[config.mk]
export PLATFORM = sky130hd
export DESIGN_NAME = brq_muldiv
export DESIGN_NICKNAME = d
export VERILOG_FILES = /design/src/rtl/brq_muldiv.sv
export SDC_FILE = /design/constraint.sdc
export NUM_CORES = 1
export LEC_CHECK = 0
export BUFFER_PORTS_ARGS = -buffer_cell sky130_fd_sc_hd__buf_2
export CORE_MARGIN = 2
export CORE_UTILIZATION = 50
export CTS_CLUSTER_SIZE = 40
export DETAILED_ROUTE_END_ITERATION = 7
export GPL_ROUTABILITY_DRIVEN = 0
export GPL_TIMING_DRIVEN = 0
export PLACE_DENSITY = 0.71
export REMOVE_ABC_BUFFERS = 1
export SYNTH_ARGS = -nofsm -noshare
export SYNTH_HDL_FRONTEND = slang
export SYNTH_SLANG_ARGS = --single-unit
[constraint.sdc]
create_clock -name brq_clk -period 6.2 [get_ports brq_clk]
set_clock_uncertainty 0.05 [all_clocks]
set_input_delay 0.31 -clock brq_clk [delete_from_list [all_inputs] [get_ports brq_clk]]
set_output_delay 0.31 -clock brq_clk [all_outputs]
set_load 0.01 [all_outputs]
[src/rtl/brq_muldiv.sv]
// RV32M multiply/divide unit: iterative shift-add multiply and restoring divide.
// Define BRQ_MD_FASTMUL_EN to replace the iterative multiply with a one-cycle full-width product.
module brq_muldiv #(
    parameter int unsigned DataWidth    = 32,
    parameter int unsigned RegAddrWidth = 5
) (
    input  logic                    brq_clk,
    input  logic                    brq_rst,
    input  logic                    md_valid_i,
    input  logic [2:0]              md_op_i,
    input  logic [DataWidth-1:0]    md_op_a_i,
    input  logic [DataWidth-1:0]    md_op_b_i,
    input  logic [RegAddrWidth-1:0] md_rd_i,
    input  logic                    md_flush_i,
    output logic                    md_ready_o,
    output logic                    md_busy_o,
    output logic                    md_done_o,
    output logic [DataWidth-1:0]    md_result_o,
    output logic [RegAddrWidth-1:0] md_rd_o
);

    localparam int unsigned CntWidth = $clog2(DataWidth);
    localparam logic [CntWidth-1:0] CntLast = CntWidth'(DataWidth - 1);
    localparam logic [DataWidth-1:0] MostNeg = {1'b1, {(DataWidth-1){1'b0}}};

    typedef enum logic [1:0] {
        IDLE,
        CALC,
        FIX,
        DONE
    } state_e;

    state_e                  state_q, state_d;
    logic [CntWidth-1:0]     cnt_q, cnt_d;
    logic [2:0]              op_q, op_d;
    logic [DataWidth-1:0]    acc_q, acc_d;
    logic [DataWidth-1:0]    lo_q, lo_d;
    logic [DataWidth-1:0]    opb_q, opb_d;
    logic                    neg_q, neg_d;
    logic                    rem_neg_q, rem_neg_d;
    logic [RegAddrWidth-1:0] rd_q, rd_d;
    logic [RegAddrWidth-1:0] rd_out_q, rd_out_d;
    logic [DataWidth-1:0]    res_q, res_d;

    // Operand decode on the request inputs
    logic                 in_is_div, a_signed, b_signed, a_neg, b_neg;
    logic [DataWidth-1:0] abs_a, abs_b;
    logic                 div_zero, div_ovf;
    logic [DataWidth-1:0] special_res;

    assign in_is_div = md_op_i[2];
    assign a_signed  = in_is_div ? ~md_op_i[0] : (md_op_i[1:0] != 2'b11);
    assign b_signed  = in_is_div ? ~md_op_i[0] : ~md_op_i[1];
    assign a_neg     = a_signed & md_op_a_i[DataWidth-1];
    assign b_neg     = b_signed & md_op_b_i[DataWidth-1];
    assign abs_a     = a_neg ? -md_op_a_i : md_op_a_i;
    assign abs_b     = b_neg ? -md_op_b_i : md_op_b_i;
    assign div_zero  = in_is_div & (md_op_b_i == '0);
    assign div_ovf   = in_is_div & ~md_op_i[0] & (md_op_a_i == MostNeg) & (md_op_b_i == '1);
    // op[1] selects remainder for the divide group
    assign special_res = md_op_i[1] ? (div_zero ? md_op_a_i : '0)
                                    : (div_zero ? '1 : md_op_a_i);

`ifdef BRQ_MD_FASTMUL_EN
    logic [2*DataWidth-1:0] fast_prod;
    assign fast_prod = {{DataWidth{1'b0}}, abs_a} * {{DataWidth{1'b0}}, abs_b};
`endif

    // One iteration of each algorithm
    logic [DataWidth:0] mul_sum, div_shift, div_diff;
    assign mul_sum   = {1'b0, acc_q} + (lo_q[0] ? {1'b0, opb_q} : '0);
    assign div_shift = {acc_q, lo_q[DataWidth-1]};
    assign div_diff  = div_shift - {1'b0, opb_q};

    // Sign correction and result selection
    logic [2*DataWidth-1:0] prod_abs, prod;
    logic [DataWidth-1:0]   quot, rem, fix_res;
    assign prod_abs = {acc_q, lo_q};
    assign prod     = neg_q ? -prod_abs : prod_abs;
    assign quot     = neg_q ? -lo_q : lo_q;
    assign rem      = rem_neg_q ? -acc_q : acc_q;

    always_comb begin
        fix_res = '0;
        case (op_q)
            3'b000:                 fix_res = prod[DataWidth-1:0];
            3'b001, 3'b010, 3'b011: fix_res = prod[2*DataWidth-1:DataWidth];
            3'b100, 3'b101:         fix_res = quot;
            default:                fix_res = rem;
        endcase
    end

    always_comb begin
        state_d   = state_q;
        cnt_d     = cnt_q;
        op_d      = op_q;
        acc_d     = acc_q;
        lo_d      = lo_q;
        opb_d     = opb_q;
        neg_d     = neg_q;
        rem_neg_d = rem_neg_q;
        rd_d      = rd_q;
        rd_out_d  = rd_out_q;
        res_d     = res_q;

        case (state_q)
            IDLE: begin
                if (md_valid_i) begin
                    op_d      = md_op_i;
                    rd_d      = md_rd_i;
                    opb_d     = abs_b;
                    neg_d     = a_neg ^ b_neg;
                    rem_neg_d = a_neg;
                    cnt_d     = '0;
                    if (div_zero || div_ovf) begin
                        res_d    = special_res;
                        rd_out_d = md_rd_i;
                        state_d  = DONE;
                    end
`ifdef BRQ_MD_FASTMUL_EN
                    else if (!in_is_div) begin
                        {acc_d, lo_d} = fast_prod;
                        state_d       = FIX;
                    end
`endif
                    else begin
                        acc_d   = '0;
                        lo_d    = abs_a;
                        state_d = CALC;
                    end
                end
            end
            CALC: begin
                if (op_q[2]) begin
                    if (!div_diff[DataWidth]) begin
                        acc_d = div_diff[DataWidth-1:0];
                        lo_d  = {lo_q[DataWidth-2:0], 1'b1};
                    end else begin
                        acc_d = div_shift[DataWidth-1:0];
                        lo_d  = {lo_q[DataWidth-2:0], 1'b0};
                    end
                end else begin
                    acc_d = mul_sum[DataWidth:1];
                    lo_d  = {mul_sum[0], lo_q[DataWidth-1:1]};
                end
                cnt_d = cnt_q + 1'b1;
                if (cnt_q == CntLast) begin
                    cnt_d   = '0;
                    state_d = FIX;
                end
            end
            FIX: begin
                res_d    = fix_res;
                rd_out_d = rd_q;
                state_d  = DONE;
            end
            DONE:    state_d = IDLE;
            default: state_d = IDLE;
        endcase

        // Flush cancels any accept or completion decided above
        if (md_flush_i) begin
            state_d  = IDLE;
            cnt_d    = '0;
            res_d    = res_q;
            rd_out_d = rd_out_q;
        end
    end

    always_ff @(posedge brq_clk) begin
        if (brq_rst) begin
            state_q   <= IDLE;
            cnt_q     <= '0;
            op_q      <= '0;
            acc_q     <= '0;
            lo_q      <= '0;
            opb_q     <= '0;
            neg_q     <= 1'b0;
            rem_neg_q <= 1'b0;
            rd_q      <= '0;
            rd_out_q  <= '0;
            res_q     <= '0;
        end else begin
            state_q   <= state_d;
            cnt_q     <= cnt_d;
            op_q      <= op_d;
            acc_q     <= acc_d;
            lo_q      <= lo_d;
            opb_q     <= opb_d;
            neg_q     <= neg_d;
            rem_neg_q <= rem_neg_d;
            rd_q      <= rd_d;
            rd_out_q  <= rd_out_d;
            res_q     <= res_d;
        end
    end

    assign md_ready_o  = (state_q == IDLE);
    assign md_busy_o   = (state_q != IDLE);
    assign md_done_o   = (state_q == DONE);
    assign md_result_o = res_q;
    assign md_rd_o     = rd_out_q;

endmodule
[After elaboration in Yosys (flattened, before gate mapping)]
Cells that the tools add are included.
Widths: inputs -> output; s select.
Word-level totals
  input port bits: 76
  register bits after elaboration: 150
  logic and storage cells: 95
  output and inout port bits: 40
Operators by class
  equal/unequal tests: 16
  muxes and demuxes: 35
  reductions and logical operators: 15
  bitwise logic cells: 10
  add/subtract/negate cells: 8
Operator list (count)
  $mux 32: 17
  $pmux 32 s2: 3
  $neg 32->32: 4
  $pmux 32 s3: 1
  $eq 32x32->1 const B: 2
  $mux 64: 1
  $neg 64->64: 1
  $add 32x32->33: 1
  $sub 33x32->33: 1
  $logic_not 32->1: 1
  $mux 5: 4
  $pmux 5 s2: 2
  $ne 2x2->1 const B: 4
  $pmux 2 s4: 1
  $and 1x1->1: 6
  $eq 3x2->1 const B: 2
  $eq 3x3->1 const B: 2
  $mux 2: 3
  $reduce_and 2->1: 3
  $reduce_bool 2->1: 3
  $add 5x1->5 const B: 1
  $eq 5x5->1 const B: 1
  $eq 2x2->1 const B: 2
  $reduce_and 4->1: 1
  other kinds (12): 17

[Longest topological paths before layout]
Gate-level depths: netlist of the first run.
  word-level depth: 8
  depth in mapped cells: 14
  gate-level depth less buffers: 13

[Worst setup path after synthesis of the first run]
No wires, ideal clock.
  path type: register to register
  from: register lo_q[31]
  to: register acc_q[12]
  cell stages (with the launch flop): 15
  setup time: 115 ps
  path buffers: 2
  required time: 6035 ps
  arrival time: 3324 ps
  period minus slack after synthesis: 3488 ps
  slack: 2712 ps
  path through: dfxtp_1 inv_1 ha_1 fa_1 nand2b_1 a211oi_1 o21ai_0 a21o_1 o21ba_2 xnor2_1 clkbuf_1 buf_2 mux2i_1 a21oi_1 a21o_2
Between the ends
  word-level cells in the longest chain between the ends: 4
RTL lines
  from (decl): RTL line 37  | logic [DataWidth-1:0] lo_q, lo_d;
  from (signal assigned): RTL line 188  | lo_q <= lo_d;
  $sub 33x32->33: RTL line 73  | assign div_diff = div_shift - {1'b0, opb_q};
  $mux 32: RTL line 135  | if (!div_diff[DataWidth]) begin
  $mux 32: RTL line 134  | if (op_q[2]) begin
  $pmux 32 s2: RTL line 106  | case (state_q)
  to (signal assigned): RTL line 175  | acc_q <= '0;
  to (signal assigned): RTL line 187  | acc_q <= acc_d;
  to (decl): RTL line 36  | logic [DataWidth-1:0] acc_q, acc_d;
Every way passes these cells.
A chain may end at the register's enable or synchronous reset.

[Worst setup path in the final report of the first run]
  from: register lo_q[0]
  to: register res_q[14], in the netlist md_result_o[14]
Between the ends
  word-level cells in the longest chain between the ends: 4
  elaborated cells on any way between the ends: 6
  classes of those cells: add/sub (2); mux (4)
RTL lines
  $neg 64->64 / $neg 32->32 (equally long branches): RTL line 79, 80
  $mux 64 / $mux 32 (equally long branches): RTL line 79, 80
  $pmux 32 s3 (*): RTL line 85  | case (op_q)
  $pmux 32 s2 (*): RTL line 106
  to (signal assigned): RTL line 194  | res_q <= res_d;
  to (decl): RTL line 43  | logic [DataWidth-1:0] res_q, res_d;
Every way passes the cells marked *; elsewhere a longest branch is shown, timed or not.

==> reports/results.tsv, run 1 <==
metric	value	unit
status	complete, no violations	
viasPerCell	6.47	
final-instance-count-excl-fill	2410	
final_cell_mix	nor2_1, nand2_1, a21oi_1	
fp-row-count	62	
pwr-share-comb	30.4	%
die_y	175	um
grt_pass1_wl	76100	um
tightestPinTransition	1370	ps
fmax	203	MHz
arrival	5250	ps
cts_buffer_depth	2	
vias	15600	
syn_area	14700	um^2
clock_sinks	150	
synth-seq-cells	150	
drive_above_1_share	10.2	%
max_slew_margin	8.68	%
hold_violations	0	
ctsHtreeMaxLevel	4	
cts_buffers	17	
dieArea	30700	um^2
dp_cells	2378	
p_sw	0.00118	W
dpl_worst_slack	1560	ps
grt-ovfl-total	0	
clkLatencyLatePin	450	ps
design_area	16000	um^2
nNetsFinal	2166	
core-area	28800	um^2
synthFlopType	dfxtp_1	
diodes	0	
grt_max_degree	82	
finalCritPeriodShare	79.5	%
post-cts-setup-buffer-count	0	
path_max_fanout	31	
critPathCaptureType	flop	
areaGrowthSynthToFinish	8.78	%
synth-edff-count	0	
port_buffers	115	
hold_path_class	in2reg	
powerDensity	195	nW/um^2
async_flop_share	0	%
syn_inst	2017	
setup_viol	0	
wire_per_inst	19.7	um
drtIter0Drc	1742	
antenna_found_initial	0	
power_frac_seq	35.5	%
fill_cells	2765	
p_leak	6.20	nW
yosysUniqueCellTypes	89	
peakVddDrop	0.293	mV
mostFrequentLayoutCell	nor2_1	
drv_slew	0	
grt_pass1_vias	14300	
ioPinCount	116	
p_int	0.00194	W
grt_use_total	30.4	%
drv_cap	0	
hpwl	35000	um
whs	54.6	ps
yosysWarnings	0	
power.share.switching	37.8	%
cp-start-kind	flop	
cts_tree	yes	
fin_ws	1270	ps
worstPathRequired	6520	ps
clk_pin_slew	70	ps
cts_resized	0	
drc	0	
ys_seq_area_share	20.5	%
min_period	4930	ps
die_w	175	um
initial_core_util	51.0	%
hold_buffers	0	
rsz0062_at_grt	false	
p_clk_share	34.1	%
critPathKind	reg2reg	
route.antenna.remaining_nets	0	
synth_area_per_cell	7.27	um^2
drt_first_pass_iters	6	
wirelength	47500	um
cts_root_buffer	clkbuf_16	
dpl_cell_area	15400	um^2
## metrics by stage
stage | power (W) | TNS, ps | utilization (%)
5_1_grt | 0.00327 | 0 | 55.5
2_1_floorplan | 0.00175 | 0 | -
4_1_cts | 0.00310 | 0 | 55.4
3_5_place_dp | 0.00205 | 0 | 53.4
3_3_place_gp | 0.00202 | -28260 | 52.5
6_report | 0.00312 | 0 | 55.5
## sequential cells by signal (all words and copies together), names as in the netlist
signal       count
md_rd_o          5
md_result_o     32
rd_q             5
cnt_q            5
op_q             3
rem_neg_q        1
acc_q           32
state_q          2
opb_q           32
neg_q            1
lo_q            32
## synthesized netlist by cell type, drive strengths merged (26+ instances only)
library cell  instances  share of area [%]
a211oi               66                3.4
a21o                 44                2.3
a21oi               182                6.3
buf                  38                1.4
clkbuf              112                2.9
dfxtp               150                 20
ha                   75                6.4
inv                  60                1.5
mux2i                59                4.0
nand2               206                5.3
nand3                26               0.89
nor2                214                5.5
nor3                 48                1.7
o211ai               36                1.8
o21ai               147                5.0
o31ai                37                1.9
or3                  34                1.5
xnor2                92                5.5
xor2                 72                4.3
## final cells by class
type	count	area, um^2	share of cell area [%]
multi-input combinational	1656	10900	68.1
sequential	150	3010	18.8
timing repair buffer	127	792	4.96
tap	384	480	3.01
clock buffer	17	425	2.67
inverter	61	229	1.43
clock inverter	15	163	1.02
## worst paths after layout
check,startpoint,end,slack (ps),cells past startpoint
worst min register to register,md_result_o[15],md_result_o[15],400,2
worst max-delay path,lo_q[0],md_result_o[14],1270,10
worst min-delay path,md_rd_i[4],rd_q[4],50,3
worst max register to register,lo_q[0],md_result_o[14],1270,10
## metal layers
layer / track usage (%) / share of wire (%) / up-vias / wire length [um]
met5: 0 / 0 / - / 0
met4: 12.1 / 3.0 / 0 / 1450
met3: 4.87 / 7.8 / 99 / 3700
met2: 47.9 / 45 / 729 / 21600
met1: 41.5 / 44 / 7381 / 20800
li1: - / - / 7387 / -
## power groups by stage
| stage | registers, W | logic, W | clock network, W |
|---|---|---|---|
| after floorplan | 0.00110 | 0.000650 | 0 |
| after global placement | 0.00113 | 0.000888 | 0 |
| after detailed placement | 0.00112 | 0.000922 | 0 |
| after CTS | 0.00110 | 0.000927 | 0.00107 |
| after global routing | 0.00111 | 0.00103 | 0.00112 |
| final | 0.00111 | 0.000947 | 0.00106 |
## cell families (layout without fill, tap and decap cells)
logic type               Yosys count  after routing  share of synthesized area [%]
adder cells (fa/ha/maj)          102            102                           8.37
flip-flops                       150            150                           20.5
XOR/XNOR                         164            164                           9.79
buffers and inverters            211            220                           5.83
AND/OR/NAND/NOR                  650            650                           21.1
multiplexers                      62             62                           4.26
AO/OA/AOI/OAI                    678            678                           30.2
## worst max-delay path, cell delays in order, from the launching register on
cell      delay (ps)
dfxtp_1          410
inv_1            800
ha_1             300
or3b_2           560
nor3_1           700
nand4_1          700
o21ai_0          370
a21oi_1          110
a21oi_1          470
o221ai_1         210
a21oi_1          150
Note: power is estimated with default switching activity, not from simulation.
==> inputs of run 2 (changes only) <==
clock period = 5.1 ns   (was 6.2 ns; I/O delays follow)
==> reports/results.tsv, run 2 (synthesized netlist as in run 1, its figures left out) <==
metric	value	unit
die_w	175	um
mostFrequentLayoutCell	nor2_1	
powerDensity	237	nW/um^2
setup_viol	0	
cp_top_family	simple AND/OR/NAND/NOR gates	
hold_path_class	in2reg	
final-instance-count-excl-fill	2415	
wire_per_inst	19.6	um
cts_buffer_depth	2	
cp-start-kind	flop	
grt_max_degree	82	
fill_cells	2756	
post-cts-setup-buffer-count	0	
ioPinCount	116	
vias	15600	
dp_cells	2378	
antenna_found_initial	0	
ff2ff_path_depth	10	
multi_input_area	10900	um^2
seq_area	3010	um^2
clk_pin_slew	70	ps
hold_violations	0	
worstPathRequired	5420	ps
port_buffers	115	
nNetsFinal	2171	
fmax	203	MHz
arrival	5250	ps
drc	0	
route.antenna.remaining_nets	0	
p_leak	6.22	nW
cp_common_cell	a21oi_1	
cts_root_buffer	clkbuf_16	
cts_buffers	17	
clkLatencyLatePin	450	ps
crit_start	lo_q[0]	
grt_pass1_wl	76200	um
final_cell_mix	nor2_1, nand2_1, a21oi_1	
r2r_start	lo_q[0]	
crit_chain	inv_1 -> ha_1 -> or3b_2 -> nor3_1 -> nand4_1 -> o21ai_0 -> a21oi_1 -> a21oi_1 -> o221ai_1 -> a21oi_1	
grt_pass1_vias	14400	
design_area	16000	um^2
min_to	op_q[1]	
cts_tree	yes	
power_frac_seq	35.5	%
max_slew_margin	8.20	%
critPathKind	reg2reg	
power.share.switching	37.7	%
drive_above_1_share	10.2	%
status	complete, no violations	
viasPerCell	6.45	
tightestPinTransition	1380	ps
critPathCaptureType	flop	
drt_first_pass_iters	7	
p_int	0.00236	W
clock_sinks	150	
diodes	0	
r2r_slack	170	ps
hold_depth	3	
initial_core_util	51.0	%
slowest_delay	790	ps
min_period	4930	ps
hpwl	35000	um
r2r-end	md_result_o[14]	
p_sw	0.00143	W
drv_slew	0	
peakVddDrop	0.356	mV
finalCritPeriodShare	96.7	%
die_y	175	um
dpl_cell_area	15400	um^2
fp-row-count	62	
timing.critical_path.buf_inv	1	
hold_start	md_op_i[1]	
drtIter0Drc	1762	
grt-ovfl-total	0	
slowest_stage	inv_1	
areaGrowthSynthToFinish	9.12	%
core-area	28800	um^2
drv_cap	0	
path_max_fanout	31	
grt_use_total	30.5	%
wirelength	47500	um
p_clk_share	34.1	%
ctsHtreeMaxLevel	4	
rsz0062_at_grt	false	
dieArea	30700	um^2
pwr-share-comb	30.4	%
==> run 2: cell count changes in the layout (fill, tap and decap cells not counted) <==
cell,delta
dlygate4sd3_1,+5
==> run 2: final cells by class <==
class | instances | share of cell area (%)
sequential | 150 | 18.8
timing repair buffer | 132 | 5.26
inverter | 61 | 1.43
tap | 384 | 3.00
clock buffer | 17 | 2.66
multi-input combinational | 1656 | 67.9
clock inverter | 15 | 1.02
==> run 2: power groups by stage <==
stage / Sequential, W / Combinational, W / Clock, W
floorplan: 0.00134 / 0.000790 / 0
global placement: 0.00137 / 0.00108 / 0
detailed placement: 0.00137 / 0.00112 / 0
CTS: 0.00134 / 0.00113 / 0.00131
global route: 0.00136 / 0.00126 / 0.00136
finish: 0.00135 / 0.00115 / 0.00129
==> run 2: worst reg2reg max path: cells and delay by family (launching register included) <==
family                     cells  cell delay (ps)
buffers and inverters          1              790
and+or+nand+nor                3             1990
AOI/OAI and AO/OA              5             1310
DFF                            1              410
adders and majority gates      1              300
==> run 2: repair_timing <==
| item | 4_1_cts | 5_1_grt |
|---|---|---|
| hold buffers | 5 | 0 |
| hold endpoints to repair | 5 | 0 |
| resized for setup | 0 | 0 |
==> run 2: worst max path at each step <==
stage | cells after the start | to | slack (ps)
6_report | 10 | md_result_o[14] | 170
5_1_grt | 11 | md_result_o[0] | 30
4_1_cts | 10 | md_result_o[14] | 420
3_5_place_dp | 10 | md_result_o[14] | 460
3_3_place_gp | 7 | md_result_o[23] | -2120
2_1_floorplan | 12 | acc_q[30] | 80
==> run 2: through the flow <==
step	power, W	setup slack, ps	hold WS (ps)	util (%)	setup TNS [ps]
final	0.00379	167	46.5	55.6	0
after global routing	0.00397	34.7	42.6	55.6	0
after CTS	0.00378	417	23.9	55.6	0
after detailed placement	0.00249	458	390	53.4	0
after global placement	0.00245	-2120	388	52.5	-112050
after floorplan	0.00213	76.9	274	-	0
==> run 2: routing by layer <==
metal / vias up / share of wire, % / GRT usage (%)
li1: 7393 / - / -
met1: 7367 / 44 / 41.5
met2: 707 / 45 / 48.1
met3: 121 / 7.5 / 4.87
met4: 0 / 3.4 / 12.1
met5: - / 0 / 0
==> inputs of run 3 (changes only) <==
BUFFER_PORTS_ARGS = not set   (was -buffer_cell sky130_fd_sc_hd__buf_2)
DONT_BUFFER_PORTS = 1   (was not set)
clock period = 4.38 ns   (was 5.1 ns; I/O delays follow)
==> reports/results.tsv, run 3 (synthesized netlist as in run 1, its figures left out) <==
metric	value	unit
status	complete, no violations	
use_met3	6.65	%
nNetsFinal	2104	
drv_slew	0	
crit_chain	clkinvlp_2 -> ha_1 -> or3b_2 -> nor3_2 -> nand2_1 -> nor2_1 -> nor2_1 -> a211oi_1 -> a21oi_1 -> o221ai_1 -> a21oi_1	
fill_cells	2684	
grt_pass1_wl	76300	um
setup_viol	0	
drive_above_1_share	5.45	%
core-area	28800	um^2
port_buffers	0	
hold_path_class	in2reg	
met2_usage	47.9	%
mostFrequentLayoutCell	nor2_1	
multi_input_area	10900	um^2
clk_pin_slew	70	ps
drt_first_pass_iters	7	
final_cell_mix	nor2_1, nand2_1, a21oi_1	
die_y	175	um
path_max_fanout	15	
cp-start-kind	flop	
slowest_delay	600	ps
cts_root_buffer	clkbuf_16	
tightestPinTransition	1380	ps
finalCritPeriodShare	98.9	%
areaGrowthSynthToFinish	8.75	%
dieArea	30700	um^2
worstPathRequired	4650	ps
route.antenna.remaining_nets	0	
dpl_cell_area	14800	um^2
design_area	16000	um^2
wire_per_inst	20.8	um
cts_buffers	17	
min_period	4330	ps
drtIter0Drc	1662	
p_leak	5.92	nW
arrival	4600	ps
max_slew_margin	8.00	%
antenna_found_initial	0	
fp-row-count	62	
grt-ovfl-total	0	
utilization	55.4	%
rsz0062_at_grt	false	
die_w	175	um
clock_sinks	150	
viasPerCell	6.57	
ctsHtreeMaxLevel	4	
fmax	231	MHz
seq_area	3010	um^2
critPathKind	reg2reg	
critPathCaptureType	flop	
use_met1	42.3	%
vias	15400	
clkLatencyLatePin	460	ps
grt_max_degree	110	
hold_violations	0	
hpwl	34600	um
cts_buffer_depth	2	
ff2ff_path_depth	11	
diodes	0	
drv_cap	0	
grt_pass1_vias	14000	
ioPinCount	116	
hold_depth	3	
powerDensity	279	nW/um^2
wirelength	48900	um
grt_use_total	31.0	%
initial_core_util	51.0	%
grt_most_used_layer	met2	
cts_tree	yes	
drc	0	
peakVddDrop	0.417	mV
slowest_stage	clkinvlp_2	
==> run 3: cell count changes in the layout (fill, tap and decap cells not counted), moves of 2 or more <==
| cell | before | now |
|---|---|---|
| inv_6 | 3 | 5 |
| buf_4 | 1 | 10 |
| buf_2 | 114 | 0 |
| clkinvlp_4 | 4 | 6 |
| clkinv_4 | 3 | 0 |
| buf_16 | 2 | 4 |
| dlygate4sd3_1 | 5 | 42 |
==> run 3: area by class of cell <==
class                           count  area share, %
Clock buffer                       18           2.75
Timing Repair inverter              1         0.0314
Multi-Input combinational cell   1656           68.3
Sequential cell                   150           18.9
Tap cell                          384           3.01
Inverter                           61           1.46
Clock inverter                     14           1.03
Timing Repair Buffer               64           4.59
==> run 3: stage by stage <==
step / power (W) / hold slack [ps] / instances / worst slack, ps / TNS, ps
floorplan: 0.00248 / 238 / 1867 / -643 / -12780
global placement: 0.00277 / 255 / 2251 / -3230 / -183660
detailed placement: 0.00280 / 257 / 2262 / -308 / -3150
CTS: 0.00441 / 0.538 / 2337 / 18.1 / 0
global route: 0.00463 / 19.8 / 2348 / 36.1 / 0
finish: 0.00445 / 19.0 / 2348 / 48.7 / 0
==> run 3: layer usage <==
metal / wire length, um / vias up
li1: - / 7262
met1: 21000 / 7222
met2: 21200 / 834
met3: 4890 / 110
met4: 1760 / 0
met5: 0 / -
==> run 3: timing repair <==
action,in CTS,in global routing
buffers inserted,0,10
pin swaps,0,2
gates resized for setup,2,3
gates cloned,0,1
endpoints found under the setup margin,25,26
hold endpoints to repair,117,0
hold buffers,43,0
==> run 3: final timing paths <==
kind	from	end	slack [ps]
max reg2reg	lo_q[0]	md_result_o[14]	50
min	md_op_a_i[20]	lo_q[20]	20
min reg2reg	rd_q[0]	rd_q[0]	410
max	lo_q[0]	md_result_o[14]	50
==> run 3: critical path: cells and delay by family, from the launching register on <==
family	cells	cell delay [ps]
AND/OR/NAND/NOR	5	2000
AO/OA/AOI/OAI	4	770
adder cells (fa/ha/maj)	1	270
buffers and inverters	1	600
flip-flops	1	490
==> run 3: power by group <==
part	leakage [nW]	total, W	internal [W]	switching (W)
Clock	0.280	0.00156	0.000870	0.000693
Combinational	4.41	0.00132	0.000510	0.000811
Sequential	1.22	0.00157	0.00144	0.000127
